### config.mk
export PLATFORM = sky130hd
export DESIGN_NAME = trap_ctrl_flat
export DESIGN_NICKNAME = d
export VERILOG_FILES = /design/src/rtl/trap_ctrl_if.sv /design/src/rtl/trap_ctrl.sv /design/src/flat_wrapper.sv
export SDC_FILE = /design/constraint.sdc
export NUM_CORES = 1
export LEC_CHECK = 0
export ABC_AREA = 0
export BUFFER_PORTS_ARGS = -buffer_cell sky130_fd_sc_hd__buf_2
export CAP_MARGIN = 20
export CORE_MARGIN = 1.5
export CORE_UTILIZATION = 28
export CTS_CLUSTER_DIAMETER = 120
export DETAILED_ROUTE_END_ITERATION = 8
export GPL_ROUTABILITY_DRIVEN = 0
export GPL_TIMING_DRIVEN = 0
export SKIP_CTS_REPAIR_TIMING = 1
export SYNTH_ARGS = -nofsm -noshare
export SYNTH_HDL_FRONTEND = slang
export SYNTH_SLANG_ARGS = --single-unit
### constraint.sdc
create_clock -name clk -period 3.2 [get_ports clk]
set_input_delay 0.64 -clock clk [delete_from_list [all_inputs] [get_ports clk]]
set_output_delay 0.64 -clock clk [all_outputs]
set_load 0.02 [all_outputs]
### src/rtl/trap_ctrl_if.sv
`default_nettype none
// ============================================================================
//  Module      : trap_ctrl_if
//  Description : Commit-stage bundle between the pipeline and trap_ctrl.
//                Carries the committing instruction's trap information, the
//                CSR access port and the pipeline control/redirect outputs.
//                modport slave  : trap controller side
//                modport master : pipeline side
//  Signals     : valid_i        instruction at commit is valid
//                scause_i[7:0]  decoder exception code (SCAUSE_NOP = none)
//                sret_i         committing instruction is sret
//                irq_i          level external interrupt request
//                pc_i[31:0]     PC of the committing instruction
//                csr_we_i / csr_addr_i[11:0] / csr_wdata_i[31:0]  CSR write
//                csr_rdata_o[31:0]  combinational CSR read at csr_addr_i
//                stall_o / flush_o  pipeline freeze / kill
//                redirect_o / redirect_pc_o[31:0]  one-cycle PC redirect
//  Revision    : 1.0  initial release
// ============================================================================
interface trap_ctrl_if;
  logic        valid_i;
  logic [7:0]  scause_i;
  logic        sret_i;
  logic        irq_i;
  logic [31:0] pc_i;
  logic        csr_we_i;
  logic [11:0] csr_addr_i;
  logic [31:0] csr_wdata_i;
  logic [31:0] csr_rdata_o;
  logic        stall_o;
  logic        flush_o;
  logic        redirect_o;
  logic [31:0] redirect_pc_o;

  modport slave (
    input  valid_i, scause_i, sret_i, irq_i, pc_i,
    input  csr_we_i, csr_addr_i, csr_wdata_i,
    output csr_rdata_o, stall_o, flush_o, redirect_o, redirect_pc_o
  );

  modport master (
    output valid_i, scause_i, sret_i, irq_i, pc_i,
    output csr_we_i, csr_addr_i, csr_wdata_i,
    input  csr_rdata_o, stall_o, flush_o, redirect_o, redirect_pc_o
  );
endinterface
`default_nettype wire

### src/rtl/trap_ctrl.sv
`default_nettype none
// ============================================================================
//  Module      : trap_ctrl
//  Description : Supervisor trap controller. Takes synchronous exceptions,
//                sret and external interrupts at commit, updates the
//                supervisor CSRs (sstatus/stvec/sepc/scause) and drives a
//                fixed two-cycle flush + redirect sequence.
//  Ports       : clk   - rising-edge clock
//                rstn  - asynchronous active-low reset
//                bus   - trap_ctrl_if.slave (commit info, CSR port,
//                        stall/flush/redirect outputs)
//  Revision    : 1.0  initial release
// ============================================================================
module trap_ctrl #(
  parameter logic [7:0]  SCAUSE_NOP = 8'h00,
  parameter logic [31:0] STVEC_RST  = 32'h0000_0000,
  parameter logic [6:0]  IRQ_CODE   = 7'd9
) (
  input  wire logic     clk,
  input  wire logic     rstn,
  trap_ctrl_if.slave    bus
);

  localparam logic [11:0] c_ADDR_SSTATUS = 12'h100;
  localparam logic [11:0] c_ADDR_STVEC   = 12'h105;
  localparam logic [11:0] c_ADDR_SEPC    = 12'h141;
  localparam logic [11:0] c_ADDR_SCAUSE  = 12'h142;

  typedef enum logic [1:0] {
    S_IDLE     = 2'd0,
    S_FLUSH    = 2'd1,
    S_REDIRECT = 2'd2
  } state_t;

  state_t      r_state;
  state_t      w_state_nxt;

  logic        r_sie;
  logic        r_spie;
  logic [31:0] r_stvec;
  logic [31:0] r_sepc;
  logic [7:0]  r_scause;
  logic [31:0] r_target;
  logic [31:0] r_redirect_pc;

  logic        w_idle;
  logic        w_ev_exc;
  logic        w_ev_sret;
  logic        w_ev_irq;
  logic        w_ev_trap;
  logic        w_ev_any;
  logic [7:0]  w_trap_cause;
  logic        w_stall;
  logic        w_flush;
  logic        w_redirect;
  logic [31:0] w_rdata;

  // --------------------------------------------------------------------------
  // Event decode: only sampled in IDLE; priority exception > sret > interrupt.
  // --------------------------------------------------------------------------
  assign w_idle    = (r_state == S_IDLE);
  assign w_ev_exc  = w_idle & bus.valid_i & (bus.scause_i != SCAUSE_NOP);
  assign w_ev_sret = w_idle & bus.valid_i & ~w_ev_exc & bus.sret_i;
  assign w_ev_irq  = w_idle & bus.valid_i & ~w_ev_exc & ~bus.sret_i &
                     bus.irq_i & r_sie;
  assign w_ev_trap = w_ev_exc | w_ev_irq;
  assign w_ev_any  = w_ev_trap | w_ev_sret;

  assign w_trap_cause = w_ev_exc ? bus.scause_i : {1'b1, IRQ_CODE};

  // --------------------------------------------------------------------------
  // FSM: state register
  // --------------------------------------------------------------------------
  always_ff @(posedge clk or negedge rstn) begin
    if (!rstn) begin
      r_state <= S_IDLE;
    end else begin
      r_state <= w_state_nxt;
    end
  end

  // --------------------------------------------------------------------------
  // FSM: next state and control outputs
  // --------------------------------------------------------------------------
  always_comb begin
    w_state_nxt = r_state;
    w_stall     = 1'b0;
    w_flush     = 1'b0;
    w_redirect  = 1'b0;
    case (r_state)
      S_IDLE: begin
        if (w_ev_any) begin
          w_state_nxt = S_FLUSH;
        end
      end
      S_FLUSH: begin
        w_stall     = 1'b1;
        w_flush     = 1'b1;
        w_state_nxt = S_REDIRECT;
      end
      S_REDIRECT: begin
        w_flush     = 1'b1;
        w_redirect  = 1'b1;
        w_state_nxt = S_IDLE;
      end
      default: begin
        w_state_nxt = S_IDLE;
      end
    endcase
  end

  // --------------------------------------------------------------------------
  // CSR file. The CSR write is applied first; the event update is written
  // afterwards in the same block so that it wins on a collision while writes
  // to untouched CSRs still go through.
  // --------------------------------------------------------------------------
  always_ff @(posedge clk or negedge rstn) begin
    if (!rstn) begin
      r_sie    <= 1'b0;
      r_spie   <= 1'b0;
      r_stvec  <= STVEC_RST;
      r_sepc   <= 32'h0000_0000;
      r_scause <= 8'h00;
    end else begin
      if (bus.csr_we_i) begin
        case (bus.csr_addr_i)
          c_ADDR_SSTATUS: begin
            r_sie  <= bus.csr_wdata_i[1];
            r_spie <= bus.csr_wdata_i[5];
          end
          c_ADDR_STVEC:  r_stvec  <= {bus.csr_wdata_i[31:2], 2'b00};
          c_ADDR_SEPC:   r_sepc   <= {bus.csr_wdata_i[31:2], 2'b00};
          c_ADDR_SCAUSE: r_scause <= bus.csr_wdata_i[7:0];
          default: ;
        endcase
      end
      if (w_ev_trap) begin
        r_sepc   <= bus.pc_i;
        r_scause <= w_trap_cause;
        r_spie   <= r_sie;
        r_sie    <= 1'b0;
      end else if (w_ev_sret) begin
        r_sie    <= r_spie;
        r_spie   <= 1'b1;
      end
    end
  end

  // --------------------------------------------------------------------------
  // Redirect target is latched only when the event is taken, so CSR writes
  // during FLUSH cannot disturb it. The visible redirect PC is a separate
  // register loaded on entry to REDIRECT so it holds the previous target
  // while no redirect is being signalled.
  // --------------------------------------------------------------------------
  always_ff @(posedge clk or negedge rstn) begin
    if (!rstn) begin
      r_target      <= 32'h0000_0000;
      r_redirect_pc <= 32'h0000_0000;
    end else begin
      if (w_ev_trap) begin
        r_target <= r_stvec;
      end else if (w_ev_sret) begin
        r_target <= r_sepc;
      end
      if (r_state == S_FLUSH) begin
        r_redirect_pc <= r_target;
      end
    end
  end

  // --------------------------------------------------------------------------
  // Combinational CSR read; unmapped addresses read as zero.
  // --------------------------------------------------------------------------
  always_comb begin
    w_rdata = 32'h0000_0000;
    case (bus.csr_addr_i)
      c_ADDR_SSTATUS: w_rdata = {26'd0, r_spie, 3'd0, r_sie, 1'b0};
      c_ADDR_STVEC:   w_rdata = r_stvec;
      c_ADDR_SEPC:    w_rdata = r_sepc;
      c_ADDR_SCAUSE:  w_rdata = {24'd0, r_scause};
      default:        w_rdata = 32'h0000_0000;
    endcase
  end

  assign bus.csr_rdata_o   = w_rdata;
  assign bus.stall_o       = w_stall;
  assign bus.flush_o       = w_flush;
  assign bus.redirect_o    = w_redirect;
  assign bus.redirect_pc_o = r_redirect_pc;

endmodule
`default_nettype wire

### src/flat_wrapper.sv
// flat-port wrapper written by rule: the top's interface ports become plain ports
module trap_ctrl_flat 
#(
  parameter logic [7:0]  SCAUSE_NOP = 8'h00,
  parameter logic [31:0] STVEC_RST  = 32'h0000_0000,
  parameter logic [6:0]  IRQ_CODE   = 7'd9
)
  (clk, rstn, bus_valid_i, bus_scause_i, bus_sret_i, bus_irq_i, bus_pc_i, bus_csr_we_i, bus_csr_addr_i, bus_csr_wdata_i, bus_csr_rdata_o, bus_stall_o, bus_flush_o, bus_redirect_o, bus_redirect_pc_o);
  trap_ctrl_if bus_i ();
  input  wire logic clk;
  input  wire logic rstn;
  input wire logic [$bits(bus_i.valid_i)-1:0] bus_valid_i;
  input wire logic [$bits(bus_i.scause_i)-1:0] bus_scause_i;
  input wire logic [$bits(bus_i.sret_i)-1:0] bus_sret_i;
  input wire logic [$bits(bus_i.irq_i)-1:0] bus_irq_i;
  input wire logic [$bits(bus_i.pc_i)-1:0] bus_pc_i;
  input wire logic [$bits(bus_i.csr_we_i)-1:0] bus_csr_we_i;
  input wire logic [$bits(bus_i.csr_addr_i)-1:0] bus_csr_addr_i;
  input wire logic [$bits(bus_i.csr_wdata_i)-1:0] bus_csr_wdata_i;
  output wire logic [$bits(bus_i.csr_rdata_o)-1:0] bus_csr_rdata_o;
  output wire logic [$bits(bus_i.stall_o)-1:0] bus_stall_o;
  output wire logic [$bits(bus_i.flush_o)-1:0] bus_flush_o;
  output wire logic [$bits(bus_i.redirect_o)-1:0] bus_redirect_o;
  output wire logic [$bits(bus_i.redirect_pc_o)-1:0] bus_redirect_pc_o;
  assign bus_i.valid_i = bus_valid_i;
  assign bus_i.scause_i = bus_scause_i;
  assign bus_i.sret_i = bus_sret_i;
  assign bus_i.irq_i = bus_irq_i;
  assign bus_i.pc_i = bus_pc_i;
  assign bus_i.csr_we_i = bus_csr_we_i;
  assign bus_i.csr_addr_i = bus_csr_addr_i;
  assign bus_i.csr_wdata_i = bus_csr_wdata_i;
  assign bus_csr_rdata_o = bus_i.csr_rdata_o;
  assign bus_stall_o = bus_i.stall_o;
  assign bus_flush_o = bus_i.flush_o;
  assign bus_redirect_o = bus_i.redirect_o;
  assign bus_redirect_pc_o = bus_i.redirect_pc_o;
  trap_ctrl #(.SCAUSE_NOP(SCAUSE_NOP), .STVEC_RST(STVEC_RST), .IRQ_CODE(IRQ_CODE)) u_core (.clk(clk), .rstn(rstn), .bus(bus_i));
endmodule
* After elaboration in Yosys (flattened, before gate mapping)
Cells that the tools add are included.
W data, S select, Z words.
** Word-level totals
- Flip-flop bits (word level) :: 138
- Latch bits :: 0
- Bits in writable memories :: 0
- Bits in read-only memories :: 0
- Input port bits :: 90
- Output and inout bits :: 67
- Logic and storage cells :: 62
- Memories :: 0
** Operators by class
- Add/sub/neg operators :: 0
- $mul :: 0
- Div/mod/pow operators :: 0
- Magnitude comparators :: 0
- Equal/unequal tests :: 7
- Shift operators :: 0
- Muxes and demuxes :: 23
- Bitwise gates (word level) :: 11
- Reduce and logical (&&, ||, !) cells :: 13
** Operators by type and width (count)
- $mux W32 :: 5
- $pmux W32 S4 :: 1
- $eq A12 B9 Y1 const B :: 4
- $mux W8 :: 4
- $mux W1 :: 11
- $reduce_and A2 Y1 :: 4
- $reduce_bool A2 Y1 :: 4
- $reduce_bool A8 Y1 :: 1
- $and A1 B1 Y1 :: 7
- $reduce_bool A3 Y1 :: 2
- $pmux W2 S2 :: 1
- $eq A2 B1 Y1 const B :: 1
- $eq A2 B2 Y1 const B :: 1
- $logic_not A2 Y1 :: 1
- $mux W2 :: 1
- $ne A2 B2 Y1 const B :: 1
- $not A1 Y1 :: 2
- $or A1 B1 Y1 :: 2
- $reduce_or A2 Y1 :: 1

* Logic depth before layout (Yosys ltp)
Gate-level depths: netlist of run 1.
- Word-level depth :: 12
- Depth in mapped cells :: 9
- Depth with buffers taken out :: 6

* Least setup slack after synthesis of run 1
Ideal clock, no wire load.
- Path type :: input to output
- Start :: input bus_csr_addr_i[11]
- End :: output bus_csr_rdata_o[10]
- Data arrival time :: 2245 ps
- Required time :: 2560 ps
- Path slack :: 315 ps
- Stages :: 6
- Buffers on the path :: 3
- Path through :: or3b_1 clkbuf_1 nor4_2 buf_2 buf_2 a22o_1
** On the way
- Cells in the longest elaborated chain, start to end :: 2
- Elaborated cells between the ends (all ways) :: 5
- Those cells by class :: eq/ne: 4; mux: 1
** RTL lines
- start, declared :: RTL line flat_wrapper.sv:18 : input wire logic [$bits(bus_i.csr_addr_i)-1:0] bus_csr_addr_i;
- $eq A12 B9 Y1 :: RTL line trap_ctrl.sv:176 : case (bus.csr_addr_i)
- $pmux W32 S4 (*) :: RTL line trap_ctrl.sv:176
- end, declared :: RTL line flat_wrapper.sv:20 : output wire logic [$bits(bus_i.csr_rdata_o)-1:0] bus_csr_rdata_o;
Mark *: on every way between the ends. The rest lies on a longest branch, timed or not.

* Final worst setup path of run 1
- Start :: input bus_csr_addr_i[9]
- End :: output bus_csr_rdata_o[6]
Same word-level chain as after synthesis.

==> flow_metrics.env, run 1 <==
export IMPL_numCtsBuffers=17
export IMPL_ant_nets=0
export IMPL_drive_above_1_share_pct=40.39
export IMPL_die_h_um=153.2
export IMPL_tightest_slew_ps=844.6
export IMPL_firstDrtPassIters=8
export IMPL_hold_viol=0
export IMPL_port_buffers=156
export IMPL_drv_cap=0
export IMPL_antenna_found_initial=1
export IMPL_max_freq_mhz=318.0
export IMPL_hold_class="primary input to async pin"
export IMPL_grt_pass1_vias=5104
export IMPL_synth_top_family_by_area="multiplexers"
export IMPL_area_growth_pct=28.48
export IMPL_cts_max_path_buffers=2
export IMPL_violations="design-rule violations"
export IMPL_setup_viol=0
export IMPL_p_per_area_nw_per_um2=665.4
export IMPL_via_per_inst=5.028
export IMPL_drtIter0Drc=397
export IMPL_worstSkewPairLatency_ps=420
export IMPL_grt_pass1_wl_mm=29.88
export IMPL_diodes=0
export IMPL_vdd_ir_drop_max_uv=321.9
export IMPL_crit_type="primary input to output port"
export IMPL_grt_max_degree=84
export IMPL_io_pins=157
export IMPL_place_area_um2=7483
export IMPL_start_kind="primary input"
export IMPL_nets=794
export IMPL_fin_crit_sh_pct=98.28
export IMPL_cts_root_buf="clkbuf_16"
export IMPL_outcome="finished, violations left"
export IMPL_drc=11
export IMPL_via_count=4993
export IMPL_path_max_fanout=8
export IMPL_synth_cell_types=44
export IMPL_placedCellCount=958
export IMPL_p_leak_nw=4.223
export IMPL_wl_mm=19.49
export IMPL_report_final_slew_viol_count=0
export IMPL_finalPower_mw=5.402
export IMPL_synth_compound_gate_area_share_pct=15.82
export IMPL_synth_simple_area_share_pct=7.327
export IMPL_clkTransAtPathRegs_ps=60
export IMPL_die_w_um=153.2
export IMPL_end_kind="output port"
export IMPL_track_usage_pct=16.99
export IMPL_cp_data_required_time_ps=2560
export IMPL_clock_sinks=138
export IMPL_synth_avg_cell_area_um2=12.13
export IMPL_utilization_pct=36.97
export IMPL_die_area_um2=23480
export IMPL_syn_nets=615
export IMPL_rsz0062_at_grt="false"
export IMPL_nFillCells=2158
export IMPL_min_period_ps=3145
export IMPL_max_slew_margin_pct=43.17
export IMPL_critical_path_arrival_ps=2510
export IMPL_design_core_area_um2=21960
export IMPL_dp_hpwl_mm=13.79
export IMPL_start_util_pct=28.77
export IMPL_ys_seq_area_share_pct=54.65
export IMPL_synth_fa_ha_area_share_pct=0.7921
export IMPL_yosys_register_bits=138
export IMPL_cts_htree_levels=4
export IMPL_syn_area_um2=6319
export IMPL_clock_skew_final_ps=12.23
export IMPL_row_count=54
export IMPL_cts_tree="done"
export IMPL_final_instance_count_excl_fill=993
export IMPL_overflow=0
export IMPL_final_cell_mix="buf_2 (161), dfrtp_1 (138), mux2_2 (64)"
export IMPL_post_drt_wl_per_cell_um=19.63
export IMPL_final_common_cell="buf_2"
export IMPL_synth_cells=521
export IMPL_synth_xor_area_share_pct=0
export IMPL_synthMuxAreaShare_pct=16.65
export IMPL_yosysWarnings=0
export IMPL_setup_tns_final_ps=0
export IMPL_design_area_um2=8118
-- final cells by class --
cell class	count	area, um2	share of cell area (%)
Sequential cell	138	3453	42.54
Multi-Input combinational cell	316	2580	31.78
Timing Repair Buffer	161	844.6	10.40
Clock buffer	21	460.4	5.672
Tap cell	280	350.3	4.316
Buffer	36	207.7	2.559
Inverter	30	112.6	1.387
Clock inverter	11	108.9	1.341
-- report_power, final --
group	internal [mW]	switching, mW	total [mW]
registers	2.04	0.237	2.27
logic	0.465	0.746	1.21
clock network	1.12	0.795	1.92
-- critical path, stage by stage --
cell    delay (ps)
buf_2          100
or4b_4         520
buf_6          150
nor4_4         580
a22o_1         220
a21o_1         110
buf_2          170
-- flip-flops by register name, indices dropped and copies added (netlist names) --
name and count:
u_core.r_spie 1, u_core.r_sie 1, u_core.r_state 2, u_core.r_target 32
u_core.r_sepc 32, u_core.r_scause 8, u_core.r_stvec 30, u_core.bus.redirect_pc_o 32
-- metal layers --
layer | vias to the layer above | wire length (um) | track usage [%] | share of wire, %
met2 | 187 | 9641 | 28.64 | 49
met3 | 23 | 1227 | 3.941 | 6.3
met5 | - | 0 | 0 | 0
met4 | 0 | 326 | 5.415 | 1.7
met1 | 2486 | 8298 | 21.55 | 43
li1 | 2297 | - | - | -
-- cell usage after synthesis --
cell type | n | share of area [%]
a21oi_1 | 5 | 0.40
and3_1 | 1 | 0.099
nand2b_1 | 1 | 0.099
a21o_1 | 5 | 0.59
or4_4 | 1 | 0.18
o31ai_1 | 2 | 0.24
nor3_1 | 3 | 0.24
nor4b_2 | 1 | 0.24
a221o_1 | 1 | 0.16
nor4_2 | 1 | 0.20
a2bb2oi_2 | 5 | 1.2
a222oi_1 | 25 | 4.0
dfrtp_1 | 138 | 55
nor4_4 | 2 | 0.67
a22o_1 | 33 | 4.6
mux2_1 | 1 | 0.18
o21ai_1 | 33 | 2.6
inv_1 | 30 | 1.8
or4_1 | 3 | 0.36
buf_6 | 5 | 0.89
a311oi_1 | 1 | 0.14
nor4_1 | 2 | 0.20
a31oi_1 | 4 | 0.40
nand3b_1 | 2 | 0.24
a31o_2 | 2 | 0.28
buf_2 | 9 | 0.71
mux2_2 | 64 | 11
mux2i_1 | 32 | 5.1
nand2_1 | 53 | 3.1
or3_1 | 2 | 0.20
nand4_1 | 1 | 0.099
and2_1 | 2 | 0.20
o21ai_0 | 3 | 0.24
o22ai_1 | 2 | 0.20
nor2_1 | 7 | 0.42
and4_1 | 1 | 0.14
or3b_1 | 1 | 0.14
o2bb2ai_1 | 1 | 0.14
nand3_1 | 1 | 0.079
nand2_4 | 1 | 0.18
ha_1 | 4 | 0.79
a22oi_1 | 6 | 0.71
or4b_4 | 1 | 0.22
clkbuf_1 | 23 | 1.4
-- logic make-up (layout without fill, tap and decap cells) --
group | after synthesis | in the layout
flops | 138 | 138
compound gates | 128 | 128
mux | 97 | 97
simple gates | 87 | 87
buf+inv | 67 | 259
fa+ha+maj | 4 | 4
-- stage by stage --
stage                     hold slack (ps)  setup WS [ps]
after floorplan                     344.4          315.0
after global placement              482.6         -601.0
after detailed placement            487.5         -602.7
after CTS                           299.1         -606.5
after global routing                322.1          31.64
final                               248.4          54.90
-- final timing paths --
path / startpoint / end / slack, ps / depth (start not counted)
min: rstn / u_core.bus.redirect_pc_o[2] / 250 / 1
min in group clk: bus_pc_i[27] / u_core.r_sepc[27] / 420 / 3
min reg2reg: u_core.r_target[0] / u_core.r_target[0] / 500 / 1
max in group asynchronous: rstn / u_core.r_sepc[18] / 2140 / 2
max reg2reg: u_core.r_state[0] / u_core.r_sepc[15] / 460 / 8
max: bus_csr_addr_i[9] / bus_csr_rdata_o[6] / 50 / 7
(Power assumes the default switching activity.)
==> inputs of run 2 (changes only) <==
- clock period: 3.2 -> 3.93 ns (I/O delays scaled with it)
==> run 2 against run 1 <==
Net effect:
- the run still ends with design-rule violations left
- clock-buffer cell count unchanged
- sequential power decreased by 19%
- cell area decreased by 0.66%
- routed wire length decreased by 0.11%
- non-clock buffer count decreased by 3
- register-to-register slack improved by 470 ps
- power decreased by 19%
- critical endpoint is now bus_csr_rdata_o[22]
- largest power group unchanged
- highest routed layer unchanged
==> flow_metrics.env, run 2 (synthesis results as in run 1) <==
export IMPL_diodes=0
export IMPL_die_area_um2=23480
export IMPL_crit_type="primary input to output port"
export IMPL_finalPower_mw=4.397
export IMPL_min_period_ps=3838
export IMPL_setup_viol=0
export IMPL_fin_crit_sh_pct=97.65
export IMPL_cts_htree_levels=4
export IMPL_numCtsBuffers=17
export IMPL_max_freq_mhz=260.6
export IMPL_vdd_ir_drop_max_uv=262.6
export IMPL_overflow=0
export IMPL_tightest_slew_ps=801.4
export IMPL_clock_sinks=138
export IMPL_hold_viol=0
export IMPL_drc=11
export IMPL_outcome="finished, violations left"
export IMPL_placedCellCount=958
export IMPL_utilization_pct=36.72
export IMPL_start_kind="primary input"
export IMPL_grt_max_degree=84
export IMPL_report_final_slew_viol_count=0
export IMPL_dp_slack_ps=-164.7
export IMPL_antenna_found_initial=1
export IMPL_drv_cap=0
export IMPL_drive_above_1_share_pct=39.30
export IMPL_die_w_um=153.2
export IMPL_firstDrtPassIters=9
export IMPL_final_instance_count_excl_fill=990
export IMPL_p_leak_nw=4.187
export IMPL_port_buffers=156
export IMPL_setup_slack_ps=92.37
export IMPL_clock_skew_final_ps=9.786
export IMPL_path_max_fanout=10
export IMPL_design_core_area_um2=21960
export IMPL_cp_data_required_time_ps=3140
export IMPL_final_cell_mix="buf_2 (163), dfrtp_1 (138), mux2_2 (64)"
export IMPL_track_usage_pct=16.99
export IMPL_start_util_pct=28.77
export IMPL_cts_max_path_buffers=2
export IMPL_grt_pass1_wl_mm=29.88
export IMPL_area_growth_pct=27.62
export IMPL_ant_nets=0
export IMPL_die_h_um=153.2
export IMPL_max_slew_margin_pct=46.57
export IMPL_post_drt_wl_per_cell_um=19.67
export IMPL_hold_class="primary input to async pin"
export IMPL_cts_root_buf="clkbuf_16"
export IMPL_grt_pass1_vias=5104
export IMPL_place_area_um2=7483
export IMPL_wl_mm=19.47
export IMPL_row_count=54
export IMPL_violations="design-rule violations"
export IMPL_via_count=4970
export IMPL_via_per_inst=5.020
export IMPL_nets=791
export IMPL_cts_tree="done"
export IMPL_design_area_um2=8064
export IMPL_p_per_area_nw_per_um2=545.3
export IMPL_end_kind="output port"
export IMPL_worstSkewPairLatency_ps=420
export IMPL_dp_hpwl_mm=13.79
export IMPL_drtIter0Drc=346
export IMPL_rsz0062_at_grt="false"
export IMPL_io_pins=157
export IMPL_critical_path_arrival_ps=3050
export IMPL_clkTransAtPathRegs_ps=60
export IMPL_final_common_cell="buf_2"
==> run 2: changes by cell type in the layout (fill, tap and decap cells not counted) <==
cell      change
buf_4         -5
clkbuf_4      -3
clkbuf_1      +5
a31oi_1       +1
buf_2         +2
a31oi_2       -1
buf_6         -1
clkbuf_2      -1
==> run 2: stage by stage <==
step	hold slack, ps	setup TNS (ps)
5_1_grt	468.1	0
2_1_floorplan	460.4	0
3_5_place_dp	487.5	-2231
3_3_place_gp	482.6	-2257
4_1_cts	445.1	-2334
6_report	387.5	0
==> run 2: critical path, stage by stage <==
cell and delay, ps:
buf_2 100, or4b_4 520, buf_6 150, nor4_4 410
clkbuf_4 360, buf_2 320, a22o_1 220, buf_2 170
==> run 2: final cells by class <==
| cell class | instances | area [um2] |
|---|---|---|
| timing repair buffer | 157 | 814.5 |
| multi-input combinational | 316 | 2574 |
| fill | 2168 | 13890 |
| inverter | 30 | 112.6 |
| clock buffer | 21 | 460.4 |
| clock inverter | 11 | 108.9 |
| tap | 280 | 350.3 |
| sequential | 138 | 3453 |
| buffer | 37 | 190.2 |
==> run 2: worst paths after layout <==
path / startpoint / end / slack [ps] / depth (start not counted)
worst min register to register: u_core.r_target[0] / u_core.r_target[0] / 500 / 1
min in group clk: u_core.r_target[0] / u_core.r_target[0] / 500 / 1
worst min-delay path: rstn / u_core.bus.redirect_pc_o[2] / 390 / 1
worst max-delay path: bus_csr_addr_i[9] / bus_csr_rdata_o[22] / 90 / 8
max in group asynchronous: rstn / u_core.r_sepc[18] / 2720 / 2
worst max register to register: u_core.r_state[0] / u_core.r_sepc[5] / 930 / 8
==> run 2: layer usage <==
layer  vias to the layer above  track usage (%)  routed length [um]
li1                       2285                -                   -
met1                      2495            21.55                8455
met2                       164            28.64                9607
met3                        26            3.941                1070
met4                         0            5.415                 339
met5                         -                0                   0
==> run 2: power breakdown <==
group | internal, mW | total (mW) | switching (mW)
clock | 0.914 | 1.56 | 0.648
combinational | 0.377 | 0.986 | 0.608
sequential | 1.66 | 1.85 | 0.192
total | 2.95 | 4.40 | 1.45
==> inputs of run 3 (changes only) <==
--- a/config.mk
+++ b/config.mk
@@ -8,5 +8,7 @@
 export ABC_AREA = 0
 export BUFFER_PORTS_ARGS = -buffer_cell sky130_fd_sc_hd__buf_2
-export CAP_MARGIN = 20
+export CAP_MARGIN = 15
+export CELL_PAD_IN_SITES_DETAIL_PLACEMENT = 0
+export CELL_PAD_IN_SITES_GLOBAL_PLACEMENT = 2
 export CORE_MARGIN = 1.5
 export CORE_UTILIZATION = 28
@@ -15,4 +17,5 @@
 export GPL_ROUTABILITY_DRIVEN = 0
 export GPL_TIMING_DRIVEN = 0
+export PLACE_DENSITY_LB_ADDON = 0.1
 export SKIP_CTS_REPAIR_TIMING = 1
 export SYNTH_ARGS = -nofsm -noshare
==> constraint.sdc (replaced) <==
create_clock -name clk -period 3.93 [get_ports clk]
set_input_delay 0.786 -clock clk [delete_from_list [all_inputs] [get_ports clk]]
set_output_delay 0.786 -clock clk [all_outputs]
set_load 0.005 [all_outputs]
==> run 3 against run 2 <==
Net effect:
- the flow still finishes with violations (design-rule violations)
- utilization about the same
- clock-buffer cell count down 4
- register-to-register slack got worse by 210 ps
- sequential power about the same
==> flow_metrics.env, run 3 (synthesis results as in run 1) <==
export IMPL_antenna_found_initial=0
export IMPL_start_util_pct=28.77
export IMPL_outcome="finished, violations left"
export IMPL_design_core_area_um2=21960
export IMPL_p_per_area_nw_per_um2=538.8
export IMPL_clkTransAtPathRegs_ps=60
export IMPL_ant_nets=0
export IMPL_cts_root_buf="clkbuf_16"
export IMPL_setup_viol=0
export IMPL_final_common_cell="buf_2"
export IMPL_start_kind="primary input"
export IMPL_firstDrtPassIters=9
export IMPL_hold_slack_ps=386.7
export IMPL_setup_slack_ps=168.7
export IMPL_placedCellCount=958
export IMPL_max_slew_margin_pct=40.90
export IMPL_cts_max_path_buffers=2
export IMPL_post_drt_wl_per_cell_um=20.51
export IMPL_wl_mm=20.32
export IMPL_overflow=0
export IMPL_finalPower_mw=4.341
export IMPL_final_instance_count_excl_fill=991
export IMPL_hold_class="primary input to async pin"
export IMPL_drc=26
export IMPL_nets=791
export IMPL_track_usage_pct=17.91
export IMPL_final_cell_mix="buf_2 (163), dfrtp_1 (138), mux2_2 (64)"
export IMPL_dp_hpwl_mm=14.64
export IMPL_min_period_ps=3761
export IMPL_die_h_um=153.2
export IMPL_via_per_inst=5.044
export IMPL_port_buffers=156
export IMPL_grt_pass1_vias=5318
export IMPL_critical_path_arrival_ps=2980
export IMPL_numCtsBuffers=17
export IMPL_fin_crit_sh_pct=95.71
export IMPL_setup_tns_final_ps=0
export IMPL_drv_cap=0
export IMPL_cts_tree="done"
export IMPL_tightest_slew_ps=882.4
export IMPL_crit_type="primary input to output port"
export IMPL_violations="design-rule violations"
export IMPL_grt_max_degree=72
export IMPL_io_pins=157
export IMPL_dp_slack_ps=-72.97
export IMPL_clock_sinks=138
export IMPL_clock_skew_final_ps=9.150
export IMPL_drtIter0Drc=326
export IMPL_worstSkewPairLatency_ps=420
export IMPL_p_leak_nw=4.171
export IMPL_rrSetupSlack_ps=720
export IMPL_row_count=54
export IMPL_hold_viol=0
export IMPL_path_max_fanout=10
export IMPL_report_final_slew_viol_count=0
export IMPL_drive_above_1_share_pct=39.58
export IMPL_end_kind="output port"
export IMPL_rsz0062_at_grt="false"
export IMPL_grt_pass1_wl_mm=31.52
export IMPL_via_count=4999
export IMPL_nFillCells=2202
export IMPL_area_growth_pct=27.51
export IMPL_max_freq_mhz=265.9
export IMPL_r2r_cells=7
export IMPL_die_area_um2=23480
export IMPL_cts_htree_levels=4
export IMPL_cp_data_required_time_ps=3140
export IMPL_vdd_ir_drop_max_uv=275.2
export IMPL_die_w_um=153.2
## run 3: metrics by stage
step | util (%) | cell area, um2
after floorplan | - | 6319
after global placement | 33.93 | 7450
after detailed placement | 34.08 | 7483
after CTS | 36.63 | 8043
after global routing | 36.68 | 8054
final | 36.69 | 8056
## run 3: power breakdown
part	total, mW	switching (mW)	internal [mW]
Combinational	0.964	0.585	0.379
Clock	1.52	0.689	0.831
Sequential	1.86	0.200	1.66
## run 3: final timing paths
check,startpoint,end
max in group asynchronous,rstn,u_core.bus.redirect_pc_o[16]
worst max-delay path,bus_csr_addr_i[11],bus_csr_rdata_o[21]
worst max register to register,u_core.r_state[0],u_core.r_scause[3]
worst min register to register,u_core.r_target[1],u_core.r_target[1]
min in group clk,u_core.r_target[1],u_core.r_target[1]
worst min-delay path,rstn,u_core.r_target[29]
## run 3: critical path, cell delays in order
cell and delay [ps]:
buf_2 90, or3b_1 360, clkbuf_1 260, nor4_4 460
clkbuf_4 360, buf_2 310, a22o_1 210, buf_2 120
## run 3: per-layer routing
layer  share of wire [%]  global-route usage (%)
met1                  45                   23.63
met2                  48                   29.07
met3                 6.3                   4.310
met4                 1.2                   5.415
met5                   0                       0
## run 3: cell type report
class,instances,area [um2],area share (%)
buffer,37,190.2,2.361
inverter,30,112.6,1.398
antenna,1,2.502,0.03106
tap,280,350.3,4.348
timing repair buffer,157,814.5,10.11
clock inverter,15,133.9,1.662
multi-input combinational,316,2574,31.95
clock buffer,17,425.4,5.280
sequential,138,3453,42.86
